===== config.mk =====
export PLATFORM = sky130hd
export DESIGN_NAME = tap_load_shifter_flat
export DESIGN_NICKNAME = d
export VERILOG_FILES = /design/src/rtl/tap_load_shifter_if.sv /design/src/rtl/tap_load_shifter.sv /design/src/flat_wrapper.sv
export SDC_FILE = /design/constraint.sdc
export NUM_CORES = 1
export LEC_CHECK = 0
export ABC_AREA = 0
export ABC_CLOCK_PERIOD_IN_PS = 3200
export CAP_MARGIN = 15
export CELL_PAD_IN_SITES_DETAIL_PLACEMENT = 1
export CELL_PAD_IN_SITES_GLOBAL_PLACEMENT = 2
export CORE_MARGIN = 2
export CORE_UTILIZATION = 35
export CTS_BUF_LIST = sky130_fd_sc_hd__clkbuf_16
export DETAILED_ROUTE_END_ITERATION = 8
export GPL_ROUTABILITY_DRIVEN = 0
export PLACE_DENSITY_LB_ADDON = 0.25
export SLEW_MARGIN = 20
export SYNTH_ARGS = -nofsm -noshare
export SYNTH_HDL_FRONTEND = slang
export SYNTH_SLANG_ARGS = --single-unit

===== constraint.sdc =====
create_clock -name clk -period 3.2 [get_ports clk]
set_input_delay 0.64 -clock clk [delete_from_list [all_inputs] [get_ports clk]]
set_output_delay 0.64 -clock clk [all_outputs]
set_load 0.03 [all_outputs]

===== src/rtl/tap_load_shifter_if.sv =====
// Tap-bank write port, start request and beat stream of tap_load_shifter; master = writer/sink side.
// Latency: none (pure wiring). Backpressure: out_ready from the sink stalls the beat stream.
// Slave is the shifter itself.
interface tap_load_shifter_if #(
    parameter int WIDTH = 8,
    parameter int SEL_W = 2
);
    logic             wr_en;
    logic [SEL_W-1:0] wr_sel;
    logic [WIDTH-1:0] wr_data;
    logic             start;
    logic             busy;
    logic             out_valid;
    logic             out_ready;
    logic [WIDTH-1:0] out_data;
    logic [SEL_W-1:0] out_idx;
    logic             done;

    modport master (
        output wr_en, wr_sel, wr_data, start, out_ready,
        input  busy, out_valid, out_data, out_idx, done
    );

    modport slave (
        input  wr_en, wr_sel, wr_data, start, out_ready,
        output busy, out_valid, out_data, out_idx, done
    );
endinterface


===== src/rtl/tap_load_shifter.sv =====
// Parallel-load bank of DEPTH taps streamed out tap[DEPTH-1]..tap[0]; macro TAP_LOAD_SHIFTER_CLEAR_ON_DONE_EN clears the bank on DONE.
// Latency: first beat the cycle after start, done one cycle after the last accepted beat.
// Backpressure: out_ready low holds the current beat stable; no timeout.
module tap_load_shifter #(
    parameter int WIDTH = 8,
    parameter int DEPTH = 4,
    parameter int SEL_W = 2
) (
    input  logic                 clk,
    input  logic                 rst_n,
    tap_load_shifter_if.slave    bus
);
    typedef enum logic [1:0] {
        ST_IDLE  = 2'd0,
        ST_SHIFT = 2'd1,
        ST_DONE  = 2'd2
    } state_t;

    state_t           r_state;
    logic [WIDTH-1:0] r_tap [DEPTH];
    logic [SEL_W-1:0] r_idx;
    logic             r_busy;
    logic             r_out_valid;
    logic [WIDTH-1:0] r_out_data;
    logic [SEL_W-1:0] r_out_idx;
    logic             r_done;

    localparam logic [SEL_W-1:0] LAST_IDX = SEL_W'(DEPTH - 1);

    always_ff @(posedge clk or negedge rst_n) begin
        if (!rst_n) begin
            r_state     <= ST_IDLE;
            r_idx       <= '0;
            r_busy      <= 1'b0;
            r_out_valid <= 1'b0;
            r_out_data  <= '0;
            r_out_idx   <= '0;
            r_done      <= 1'b0;
            for (int i = 0; i < DEPTH; i++) begin
                r_tap[i] <= '0;
            end
        end else begin
            case (r_state)
                ST_IDLE: begin
                    r_done <= 1'b0;
                    if (bus.wr_en) begin
                        r_tap[bus.wr_sel] <= bus.wr_data;
                    end
                    if (bus.start) begin
                        r_state     <= ST_SHIFT;
                        r_idx       <= LAST_IDX;
                        r_busy      <= 1'b1;
                        r_out_valid <= 1'b1;
                        r_out_idx   <= LAST_IDX;
                        // Same-cycle write to the first tap must appear in the first beat.
                        r_out_data  <= (bus.wr_en && bus.wr_sel == LAST_IDX) ? bus.wr_data
                                                                              : r_tap[LAST_IDX];
                    end
                end
                ST_SHIFT: begin
                    if (bus.out_ready) begin
                        if (r_idx != '0) begin
                            r_idx      <= r_idx - 1'b1;
                            r_out_idx  <= r_idx - 1'b1;
                            r_out_data <= r_tap[r_idx - 1'b1];
                        end else begin
                            r_state     <= ST_DONE;
                            r_out_valid <= 1'b0;
                            r_out_data  <= '0;
                            r_out_idx   <= '0;
                            r_done      <= 1'b1;
                        end
                    end
                end
                ST_DONE: begin
                    r_state <= ST_IDLE;
                    r_done  <= 1'b0;
                    r_busy  <= 1'b0;
`ifdef TAP_LOAD_SHIFTER_CLEAR_ON_DONE_EN
                    for (int i = 0; i < DEPTH; i++) begin
                        r_tap[i] <= '0;
                    end
`else
                    // Bank is kept so the next start replays the same beats.
`endif
                end
                default: begin
                    r_state     <= ST_IDLE;
                    r_busy      <= 1'b0;
                    r_out_valid <= 1'b0;
                    r_out_data  <= '0;
                    r_out_idx   <= '0;
                    r_done      <= 1'b0;
                end
            endcase
        end
    end

    assign bus.busy      = r_busy;
    assign bus.out_valid = r_out_valid;
    assign bus.out_data  = r_out_data;
    assign bus.out_idx   = r_out_idx;
    assign bus.done      = r_done;
endmodule


===== src/flat_wrapper.sv =====
// flat-port wrapper written by rule: the top's interface ports become plain ports
module tap_load_shifter_flat 
#(
    parameter int WIDTH = 8,
    parameter int DEPTH = 4,
    parameter int SEL_W = 2
)
  (clk, rst_n, bus_wr_en, bus_wr_sel, bus_wr_data, bus_start, bus_out_ready, bus_busy, bus_out_valid, bus_out_data, bus_out_idx, bus_done);
  tap_load_shifter_if #(.WIDTH(WIDTH), .SEL_W(SEL_W)) bus_i ();
  input  logic clk;
  input  logic rst_n;
  input wire logic [$bits(bus_i.wr_en)-1:0] bus_wr_en;
  input wire logic [$bits(bus_i.wr_sel)-1:0] bus_wr_sel;
  input wire logic [$bits(bus_i.wr_data)-1:0] bus_wr_data;
  input wire logic [$bits(bus_i.start)-1:0] bus_start;
  input wire logic [$bits(bus_i.out_ready)-1:0] bus_out_ready;
  output wire logic [$bits(bus_i.busy)-1:0] bus_busy;
  output wire logic [$bits(bus_i.out_valid)-1:0] bus_out_valid;
  output wire logic [$bits(bus_i.out_data)-1:0] bus_out_data;
  output wire logic [$bits(bus_i.out_idx)-1:0] bus_out_idx;
  output wire logic [$bits(bus_i.done)-1:0] bus_done;
  assign bus_i.wr_en = bus_wr_en;
  assign bus_i.wr_sel = bus_wr_sel;
  assign bus_i.wr_data = bus_wr_data;
  assign bus_i.start = bus_start;
  assign bus_i.out_ready = bus_out_ready;
  assign bus_busy = bus_i.busy;
  assign bus_out_valid = bus_i.out_valid;
  assign bus_out_data = bus_i.out_data;
  assign bus_out_idx = bus_i.out_idx;
  assign bus_done = bus_i.done;
  tap_load_shifter #(.WIDTH(WIDTH), .DEPTH(DEPTH), .SEL_W(SEL_W)) u_core (.clk(clk), .rst_n(rst_n), .bus(bus_i));
endmodule

==> impl_results.md, run 1 <==
* RSZ-0062 raised after global routing: no
* Max Cap Violations at 0
* Status: completed
* Yosys reg bits at 49
* PortBufs at 27
* Post-synth top area share at 52.13%
* Die footprint at 0.007393 mm²
* Sw Ratio at 35.02%
* Final #Nets at 214
* Avg WL per Cell at 20.22 µm
* Combinational share of power at 41.5%
* WS Path Type: register to register
* Post-synth EDFFs at 0
* Max Freq at 432.0 MHz
* Gr usage total at 16.33%
* Vias in the first global route at 1686
* Clock-pin slew of the registers on the worst-case setup and hold paths at 60 ps
* YS warnings at 0
* Largest area contributor in the netlist: dfrtp_1
* Most common cell in the netlist: dfrtp_1
* TritonCTS buffer count at 5
* Worst EP required at 3350 ps
* Worst setup SP type: register
* DR top layer: met4
* Pre-CTS setup slack at 692.2 ps
* Setup WS post-layout at 885.2 ps
* # H-tree levels at 2
* Total gr overflow at 0
* Met2 wire len at 2715 µm
* Tightest Hold Check Type: input port to asynchronous set/reset pin
* Netlist cell types at 32
* Final slew viol count at 0
* Leak Pwr at 1.178 nW
* Die H at 85.98 µm
* Antenna Violating Nets Remaining at 0
* Routed met1 length at 2468 µm
* Minimum clock period after layout at 2315 ps
* Clk_skew at 5.787 ps
* Cells after Synth at 170
* Total routed wirelength at 5541 µm
* Global-route wire length before repair at 9156 µm
* Sink Count at 49
* Worst Tran Pin Value at 749.4 ps
* Ant. Diodes at 0
* Worst VDD drop at 0.0003087 V
* Setup TNS Final at 0 ps
* CTS tree: built
* Post-Syn Area per Cell at 13.84 µm²
* Synth cell count leaders: dfrtp_1, mux2_2, a32oi_1
* Via count at 1567
* Top FF cell, synth: dfrtp_1
* Starting DRT DRC Count at 68
* Initial Util at 36.63%
* Post-CTS Setup Bufs at 0
* Clock share of power at 17.6%
* Number of fill cells in the layout at 664
* P&R area growth vs syn at 19.63%
* Ys async rst share at 100.0%
* Root Buffer: clkbuf_16
* Cells along the critical path: inv_1 > ha_1 > mux4_2 > a32oi_1 > o21ai_0
* Initial antenna violation count at 0
* Post-synthesis sequential area ratio at 52.13%
* CTS hold repair buffers at 0
* Longest Clk Path Bufs at 2
* Rows at 29
* Core ar. at 0.006422 mm²
* Share of layout cells above drive strength 1 at 28.93%
* Max_slew headroom at 49.70%
* Crit-path max FO at 12
* CP endpoint kind: register
* Post-cts resize count at 0
* Final period util at 72.34%
* Synth area leaders: dfrtp_1, mux2_2, mux4_2, a32oi_1, o21ai_0
* Largest net degree at the start of global routing at 50
* Mapped Nets at 188
* Hold Vio Cnt, Final at 0
* Sequential power share at 40.9%
* Mapped cell area at 0.002352 mm²
* Largest stage delay on the critical path at 770 ps
* Die width at 85.98 µm
* Crit-path slowest cell: dfrtp_1
* DRC at 0
* DR vias/cell at 5.719
* Arr. time, crit path at 2470 ps
* Internal power at 1.839 mW
* Pwr/cell area at 1006 mW/mm²
* Final setup violation count at 0
* Pre-antenna DRT Iters at 4
* DPL Wire Length at 3819 µm
* Sw power at 991.1 µW
* Metal3 WL at 253 µm
* I/O pins at 28
* Worst skew pair latency at 290 ps
==> metrics by stage <==
stage / instance area [µm²] / instances / total power [mW] / hold slack, ps / utilization (%)
after floorplan: 2352 / 170 / 1.949 / 344.4 / -
after global placement: 2675 / 266 / 2.301 / 481.4 / 41.65
after detailed placement: 2675 / 266 / 2.364 / 492.8 / 41.65
after CTS: 2811 / 274 / 2.870 / 507.5 / 43.78
after global routing: 2814 / 274 / 3.017 / 415.2 / 43.81
final: 2814 / 274 / 2.830 / 370.4 / 43.81
==> kinds of logic (layout without fill, tap and decap cells) <==
family | after synthesis | after routing | share of synthesized area, %
compound gates | 36 | 36 | 10.69
simple gates | 26 | 26 | 8.564
buf+inv | 14 | 41 | 3.085
mux | 42 | 42 | 23.94
flops | 49 | 49 | 52.13
fa+ha+maj | 3 | 3 | 1.596
==> final cells by class <==
cell class / instances / area, µm² / area share, %
clock buffer: 5 / 125.1 / 4.446
clock inverter: 3 / 11.26 / 0.4002
inverter: 3 / 11.26 / 0.4002
multi-input combinational: 107 / 1054 / 37.44
sequential: 49 / 1226 / 43.58
tap: 77 / 96.34 / 3.424
timing repair buffer: 30 / 290.3 / 10.32
==> sequential cells by signal (all words and copies together), names as in the netlist <==
| register | flops |
|---|---|
| u_core.r_tap | 32 |
| u_core.r_idx | 2 |
| u_core.bus.out_data | 8 |
| u_core.bus.busy | 1 |
| u_core.bus.out_valid | 1 |
| u_core.bus.out_idx | 2 |
| u_core.bus.done | 1 |
| u_core.r_state | 2 |
==> final timing paths <==
| path | startpoint | endpoint | slack, ps | cells past startpoint |
|---|---|---|---|---|
| min in group clk | u_core.r_tap[10]$_DFFE_PN0P_ | u_core.r_tap[10]$_DFFE_PN0P_ | 500 | 1 |
| setup / recovery | u_core.r_idx[0]$_DFFE_PN0P_ | u_core.bus.out_data[7]$_DFFE_PN0P_ | 890 | 5 |
| max in group asynchronous | rst_n | u_core.r_tap[17]$_DFFE_PN0P_ | 2410 | 1 |
| setup reg to reg | u_core.r_idx[0]$_DFFE_PN0P_ | u_core.bus.out_data[7]$_DFFE_PN0P_ | 890 | 5 |
| hold reg to reg | u_core.r_tap[10]$_DFFE_PN0P_ | u_core.r_tap[10]$_DFFE_PN0P_ | 500 | 1 |
| hold / removal | rst_n | u_core.bus.out_idx[0]$_DFFE_PN0P_ | 370 | 1 |
==> worst max-delay path: cells and delay by family (launching register included) <==
kind | cells | cell delay [ps]
AO/OA/AOI/OAI | 2 | 260
adder cells (fa/ha/maj) | 1 | 620
buffers and inverters | 1 | 150
flip-flops | 1 | 770
multiplexers | 1 | 370
==> per-layer routing <==
layer / vias to the layer above / track usage, %
met4: 0 / 6.205
met3: 9 / 3.850
li1: 701 / -
met5: - / 0
met1: 820 / 21.98
met2: 37 / 25.58
==> power groups by stage <==
stage	clock network [mW]	registers, mW	logic (mW)
after global routing	0.541	1.21	1.27
after global placement	0	1.15	1.15
final	0.497	1.16	1.18
after CTS	0.515	1.16	1.19
after floorplan	0	1.19	0.764
after detailed placement	0	1.17	1.19
==> layout by cell type (no fill, tap or decap), types with 4 or more instances in the layout <==
master	instances
a32oi_1	16
o21ai_0	9
inv_1	6
clkbuf_16	5
mux2_2	34
buf_4	4
a21oi_1	4
mux4_2	8
dfrtp_1	49
clkdlybuf4s50_1	26
nand2_1	5
Note: power is estimated with default switching activity, not from simulation.
==> run 2: changes to the inputs <==
Settings changed: ABC_CLOCK_PERIOD_IN_PS 3200 to 2250.
Clock period 3.2 ns to 2.25 ns, I/O delays scaled along.
==> impl_results.md, run 2 (synthesis results as in run 1) <==
* Die footprint at 0.007393 mm² (unchanged)
* Max Freq at 532.9 MHz
* Final slew viol count at 0 (unchanged)
* Largest net degree at the start of global routing at 38 (-24%)
* RSZ-0062 raised after global routing: no
* WS Path Type: input port to register
* Post-CTS Setup Bufs at 0 (unchanged)
* Antenna Violating Nets Remaining at 0 (unchanged)
* Status: completed
* Starting DRT DRC Count at 102 (+50%)
* PortBufs at 27 (unchanged)
* Setup TNS Final at 0 ps (unchanged)
* Via count at 1635 (+4.3%)
* Core ar. at 0.006422 mm² (unchanged)
* CP endpoint kind: register
* Clk_skew at 6.350 ps (+0.5632 ps)
* Worst VDD drop at 0.0005711 V (+85%)
* Vias in the first global route at 1815 (+7.7%)
* Global-route wire length before repair at 9949 µm (+8.7%)
* Post-Layout Cell Count at 284 (+3.6%)
* Final setup violation count at 0 (unchanged)
* TritonCTS buffer count at 5 (unchanged)
* Arr. time, crit path at 2040 ps (-430 ps)
* DPL Wire Length at 4000 µm (+4.7%)
* Seq. cell area at 0.001226 mm² (unchanged)
* Pre-antenna DRT Iters at 4 (unchanged)
* Die width at 85.98 µm (unchanged)
* I/O pins at 28 (unchanged)
* Crit-path slowest cell: clkdlybuf4s50_1
* Clock-pin slew of the registers on the worst-case setup and hold paths at 60 ps (about the same)
* Setup WS post-layout at 373.5 ps (-511.7 ps)
* Gr usage total at 17.70% (+1.4 points)
* P&R area growth vs syn at 23.83%
* Worst skew pair latency at 280 ps (about the same)
* Leak Pwr at 1.231 nW (+4.6%)
* Max_slew headroom at 40.81% (-8.9 points)
* Rows at 29 (unchanged)
* Final #Nets at 224 (+4.7%)
* DRC at 0 (unchanged)
* Pwr/cell area at 1456 mW/mm² (+45%)
* Post-cts resize count at 0 (unchanged)
* Pre-CTS setup slack at 102.5 ps (-589.8 ps)
* # H-tree levels at 2 (unchanged)
* CTS tree: built
* CTS hold repair buffers at 0 (unchanged)
* Cells along the critical path: clkdlybuf4s50_1 > and2_1 > and2_2 > mux2_2
* Placed cell count at 276 (+3.8%)
* Final period util at 83.40%
* Reg2Reg Depth at 5 (unchanged)
* Worst Tran Pin Value at 881.9 ps (+132.5 ps)
* Number of fill cells in the layout at 662 (-0.30%)
* Most frequent cells in the layout: dfrtp_1, mux2_2, clkdlybuf4s50_1, a32oi_1, buf_4
* Max Cap Violations at 0 (unchanged)
* Most common cell after layout, fill and taps aside: dfrtp_1
* Tightest Hold Check Type: input port to asynchronous set/reset pin
* Hold Vio Cnt, Final at 0 (unchanged)
* Multi-input gate area at 0.001054 mm² (unchanged)
* DR vias/cell at 5.757 (+0.67%)
* Initial antenna violation count at 0 (unchanged)
* Crit-path max FO at 8 (-4)
* Root Buffer: clkbuf_16
* Worst setup SP type: input port
* R2R setup slack at 390 ps (-500 ps)
* FF-to-FF End: u_core.bus.out_data[7]$_DFFE_PN0P_
* Minimum clock period after layout at 1877 ps
* Largest Register: u_core.r_tap
* Share of layout cells above drive strength 1 at 32.85% (+3.9 points)
* Max reg flops at 32 (unchanged)
* Initial Util at 36.63% (unchanged)
* Worst EP required at 2410 ps (-940 ps)
* Die H at 85.98 µm (unchanged)
* Ant. Diodes at 0 (unchanged)
* Final instance area at 0.002913 mm² (+3.5%)
* Total gr overflow at 0 (unchanged)
* Post-Place Cell Area at 0.002750 mm² (+2.8%)
* Longest Clk Path Bufs at 2 (unchanged)
* Total routed wirelength at 6018 µm (+8.6%)
* Reg2Reg Launch Point: u_core.r_idx[1]$_DFFE_PN0P_
* Avg WL per Cell at 21.19 µm (+4.8%)
* Largest stage delay on the critical path at 670 ps (-100 ps)
* Sink Count at 49 (unchanged)
==> run 2: cell types whose count changed in the layout (fill, tap and decap cells not counted), sizes merged <==
| cell | delta |
|---|---|
| inv | -2 |
| clkinv | +1 |
| bufinv | +1 |
| buf | +10 |
==> run 2: layout make-up <==
type	instances	share of cell area, %
clock buffer	5	4.296
sequential	49	42.10
clock inverter	3	1.289
inverter	3	0.3866
timing repair buffer	40	12.46
multi-input combinational	107	36.17
tap	77	3.308
==> run 2: critical path, delay by kind of cell <==
| kind | cells | cell delay, ps |
|---|---|---|
| buf+inv | 1 | 670 |
| simple gates | 2 | 530 |
| mux | 1 | 380 |
==> run 2: how the worst max path moves through the flow <==
stage                                startpoint                                  to  slack [ps]  cells after the start
finish                            bus_wr_sel[0]         u_core.r_tap[2]$_DFFE_PN0P_         370                      4
global route        u_core.r_idx[1]$_DFFE_PN0P_  u_core.bus.out_data[7]$_DFFE_PN0P_         280                      5
CTS                               bus_wr_sel[0]         u_core.r_tap[2]$_DFFE_PN0P_         380                      4
detailed placement                bus_wr_sel[0]         u_core.r_tap[1]$_DFFE_PN0P_         100                      4
global placement                  bus_wr_sel[0]         u_core.r_tap[7]$_DFFE_PN0P_         140                      4
floorplan           u_core.r_idx[0]$_DFFE_PN0P_  u_core.bus.out_data[7]$_DFFE_PN0P_         280                      7
==> run 2: power by group <==
group | switching (mW) | internal (mW) | leakage (nW)
registers | 0.271 | 1.30 | 0.591
logic | 0.888 | 0.951 | 0.557
clock network | 0.309 | 0.517 | 0.0826
total | 1.47 | 2.77 | 1.23
==> run 2: stage by stage <==
step	power, mW	hold WS (ps)	util, %
floorplan	2.773	154.4	-
global placement	3.326	482.4	42.82
detailed placement	3.423	492.8	42.82
CTS	4.276	301.8	45.35
global route	4.503	328.3	45.35
finish	4.240	274.4	45.35
==> run 2: per-layer routing <==
metal | GRT usage, % | vias up | share of wire, %
met4 | 3.463 | 0 | 0.75
met3 | 3.080 | 6 | 4.3
met5 | 0 | - | 0
met1 | 23.94 | 857 | 44
li1 | - | 726 | -
met2 | 30.02 | 46 | 51
==> run 3: changes to the inputs <==
Settings changed: ABC_CLOCK_PERIOD_IN_PS 2250 to 1950.
Clock period 2.25 ns to 1.95 ns, I/O delays scaled along.
==> impl_results.md, run 3 (synthesis results as in run 1) <==
* DRC at 0 (unchanged)
* PortBufs at 27 (unchanged)
* Die H at 85.98 µm (unchanged)
* Cells along the critical path: clkdlybuf4s50_1 > nor3b_2 > buf_4 > and2_2 > mux2_2
* WS Path Type: input port to register
* Tot Pwr at 4.740 mW (+12%)
* Global-route wire length before repair at 9446 µm (-5.1%)
* Pre-antenna DRT Iters at 4 (unchanged)
* Post-CTS Setup Bufs at 0 (unchanged)
* Antenna Violating Nets Remaining at 0 (unchanged)
* Root Buffer: clkbuf_16
* Minimum clock period after layout at 1771 ps
* Longest Clk Path Bufs at 2 (unchanged)
* P&R area growth vs syn at 23.83% (unchanged)
* Hold Vio Cnt, Final at 0 (unchanged)
* Most common cell after layout, fill and taps aside: dfrtp_1
* Pwr/cell area at 1627 mW/mm² (+12%)
* Worst setup SP type: input port
* Core ar. at 0.006422 mm² (unchanged)
* Final slew viol count at 0 (unchanged)
* CP endpoint kind: register
* Leak Pwr at 1.233 nW (+0.14%)
* Reg2Reg Launch Point: u_core.r_idx[1]$_DFFE_PN0P_
* Crit-path max FO at 8 (unchanged)
* Reg2Reg Depth at 5 (unchanged)
* Largest net degree at the start of global routing at 50 (+32%)
* Total routed wirelength at 5740 µm (-4.6%)
* TritonCTS buffer count at 5 (unchanged)
* RSZ-0062 raised after global routing: no
* Sink Count at 49 (unchanged)
* WP buf/inv at 2 (+1)
* Worst Tran Pin Value at 659.5 ps (-222.4 ps)
* Clock-pin slew of the registers on the worst-case setup and hold paths at 60 ps (about the same)
* Vias in the first global route at 1774 (-2.3%)
* CTS hold repair buffers at 0 (unchanged)
* Final #Nets at 228 (+1.8%)
* Die footprint at 0.007393 mm² (unchanged)
* Most frequent cells in the layout: dfrtp_1, mux2_2, clkdlybuf4s50_1, buf_4, a32oi_1
* Max reg flops at 32 (unchanged)
* DR vias/cell at 5.517 (-4.2%)
* Via count at 1578 (-3.5%)
* Arr. time, crit path at 1940 ps (-100 ps)
* Seq. cell area at 0.001226 mm² (unchanged)
* Starting DRT DRC Count at 40 (-61%)
* Initial Util at 36.63% (unchanged)
* Share of layout cells above drive strength 1 at 34.93% (+2.1 points)
* Initial antenna violation count at 0 (unchanged)
* I/O pins at 28 (unchanged)
* GR Util met1 at 22.46% (-1.5 points)
* Die width at 85.98 µm (unchanged)
* GR Layer Usage met3 at 3.369% (+0.29 points)
* Max Freq at 564.7 MHz
* Multi-input gate area at 0.001056 mm² (+0.24%)
* FF-to-FF End: u_core.bus.out_data[0]$_DFFE_PN0P_
* Worst skew pair latency at 280 ps (about the same)
* Worst EP required at 2120 ps (-290 ps)
* Pre-CTS setup slack at -72.81 ps (-175.3 ps)
* Worst VDD drop at 0.0005553 V (-2.8%)
* Rows at 29 (unchanged)
* Setup TNS Final at 0 ps (unchanged)
* Tightest Hold Check Type: input port to asynchronous set/reset pin
* Largest stage delay on the critical path at 480 ps (-190 ps)
* Avg WL per Cell at 20.07 µm (-5.3%)
* Number of fill cells in the layout at 650 (-1.8%)
* # H-tree levels at 2 (unchanged)
* Met2 usage at 27.70% (-2.3 points)
* Ant. Diodes at 0 (unchanged)
* DPL Wire Length at 3973 µm (-0.66%)
* Max_slew headroom at 55.74% (+15 points)
* Final period util at 90.81%
* Total gr overflow at 0 (unchanged)
* Most used routing layer: met2
* Crit-path slowest cell: clkdlybuf4s50_1
* R2R setup slack at 230 ps (-160 ps)
* Final setup violation count at 0 (unchanged)
* CTS tree: built
* Clk_skew at 4.094 ps (-2.256 ps)
* CP top delay family: buffers and inverters
* Gr usage total at 16.95% (-0.76 points)
* Max Cap Violations at 0 (unchanged)
* Setup WS post-layout at 179.3 ps (-194.2 ps)
* Largest Register: u_core.r_tap
* Status: completed
==> run 3: cell types whose count changed in the layout (fill, tap and decap cells not counted), sizes merged <==
cell,delta
inv,-1
buf,+4
bufinv,-1
==> run 3: final cells by class <==
type                            instances  share of cell area, %
Clock buffer                            5                  4.296
Clock inverter                          1                 0.1718
Tap cell                               77                  3.308
Inverter                                3                 0.3866
Sequential cell                        49                  42.10
Multi-Input combinational cell        107                  36.25
Timing Repair Buffer                   44                  13.49
==> run 3: power by group <==
group | internal (mW) | leakage, nW | switching [mW]
Clock | 0.459 | 0.0655 | 0.344
Combinational | 1.12 | 0.576 | 1.02
Sequential | 1.50 | 0.591 | 0.298
Total | 3.08 | 1.23 | 1.66
==> run 3: per-layer routing <==
| metal | up-vias | part of all wire (%) |
|---|---|---|
| met3 | 8 | 3.9 |
| met4 | 0 | 1.9 |
| li1 | 727 | - |
| met1 | 812 | 46 |
| met2 | 31 | 48 |
| met5 | - | 0 |
==> run 3: timing repair <==
action / 4_1_cts / 5_1_grt
setup endpoints to repair: 0 / 3
endpoints found under the hold margin: 0 / 0
gates resized for setup: 0 / 1
==> run 3: through the flow <==
step                utilization, %  hold WS [ps]  std cells  area (µm²)
detailed placement           43.29         492.1        280        2780
CTS                          45.31         240.1        286        2910
global placement             43.29         481.8        280        2780
global route                 45.35         275.0        286        2913
finish                       45.35         210.8        286        2913
floorplan                        -         94.41        170        2354
==> run 3: worst register-to-register path, delay by kind of cell, from the launching register on <==
| family | cells | cell delay, ps |
|---|---|---|
| AO/OA/AOI/OAI | 2 | 290 |
| adder cells (fa/ha/maj) | 1 | 490 |
| buffers and inverters | 1 | 60 |
| flip-flops | 1 | 380 |
| multiplexers | 1 | 370 |
==> run 3: how the worst max path moves through the flow <==
stage,endpoint,cells past startpoint,from
floorplan,u_core.bus.out_data[7]$_DFFE_PN0P_,7,u_core.r_idx[0]$_DFFE_PN0P_
global placement,u_core.r_tap[0]$_DFFE_PN0P_,5,bus_wr_en
detailed placement,u_core.r_tap[5]$_DFFE_PN0P_,5,bus_wr_en
CTS,u_core.bus.out_data[0]$_DFFE_PN0P_,5,u_core.r_idx[1]$_DFFE_PN0P_
global route,u_core.bus.out_data[1]$_DFFE_PN0P_,5,u_core.r_idx[1]$_DFFE_PN0P_
finish,u_core.r_tap[4]$_DFFE_PN0P_,5,bus_wr_en
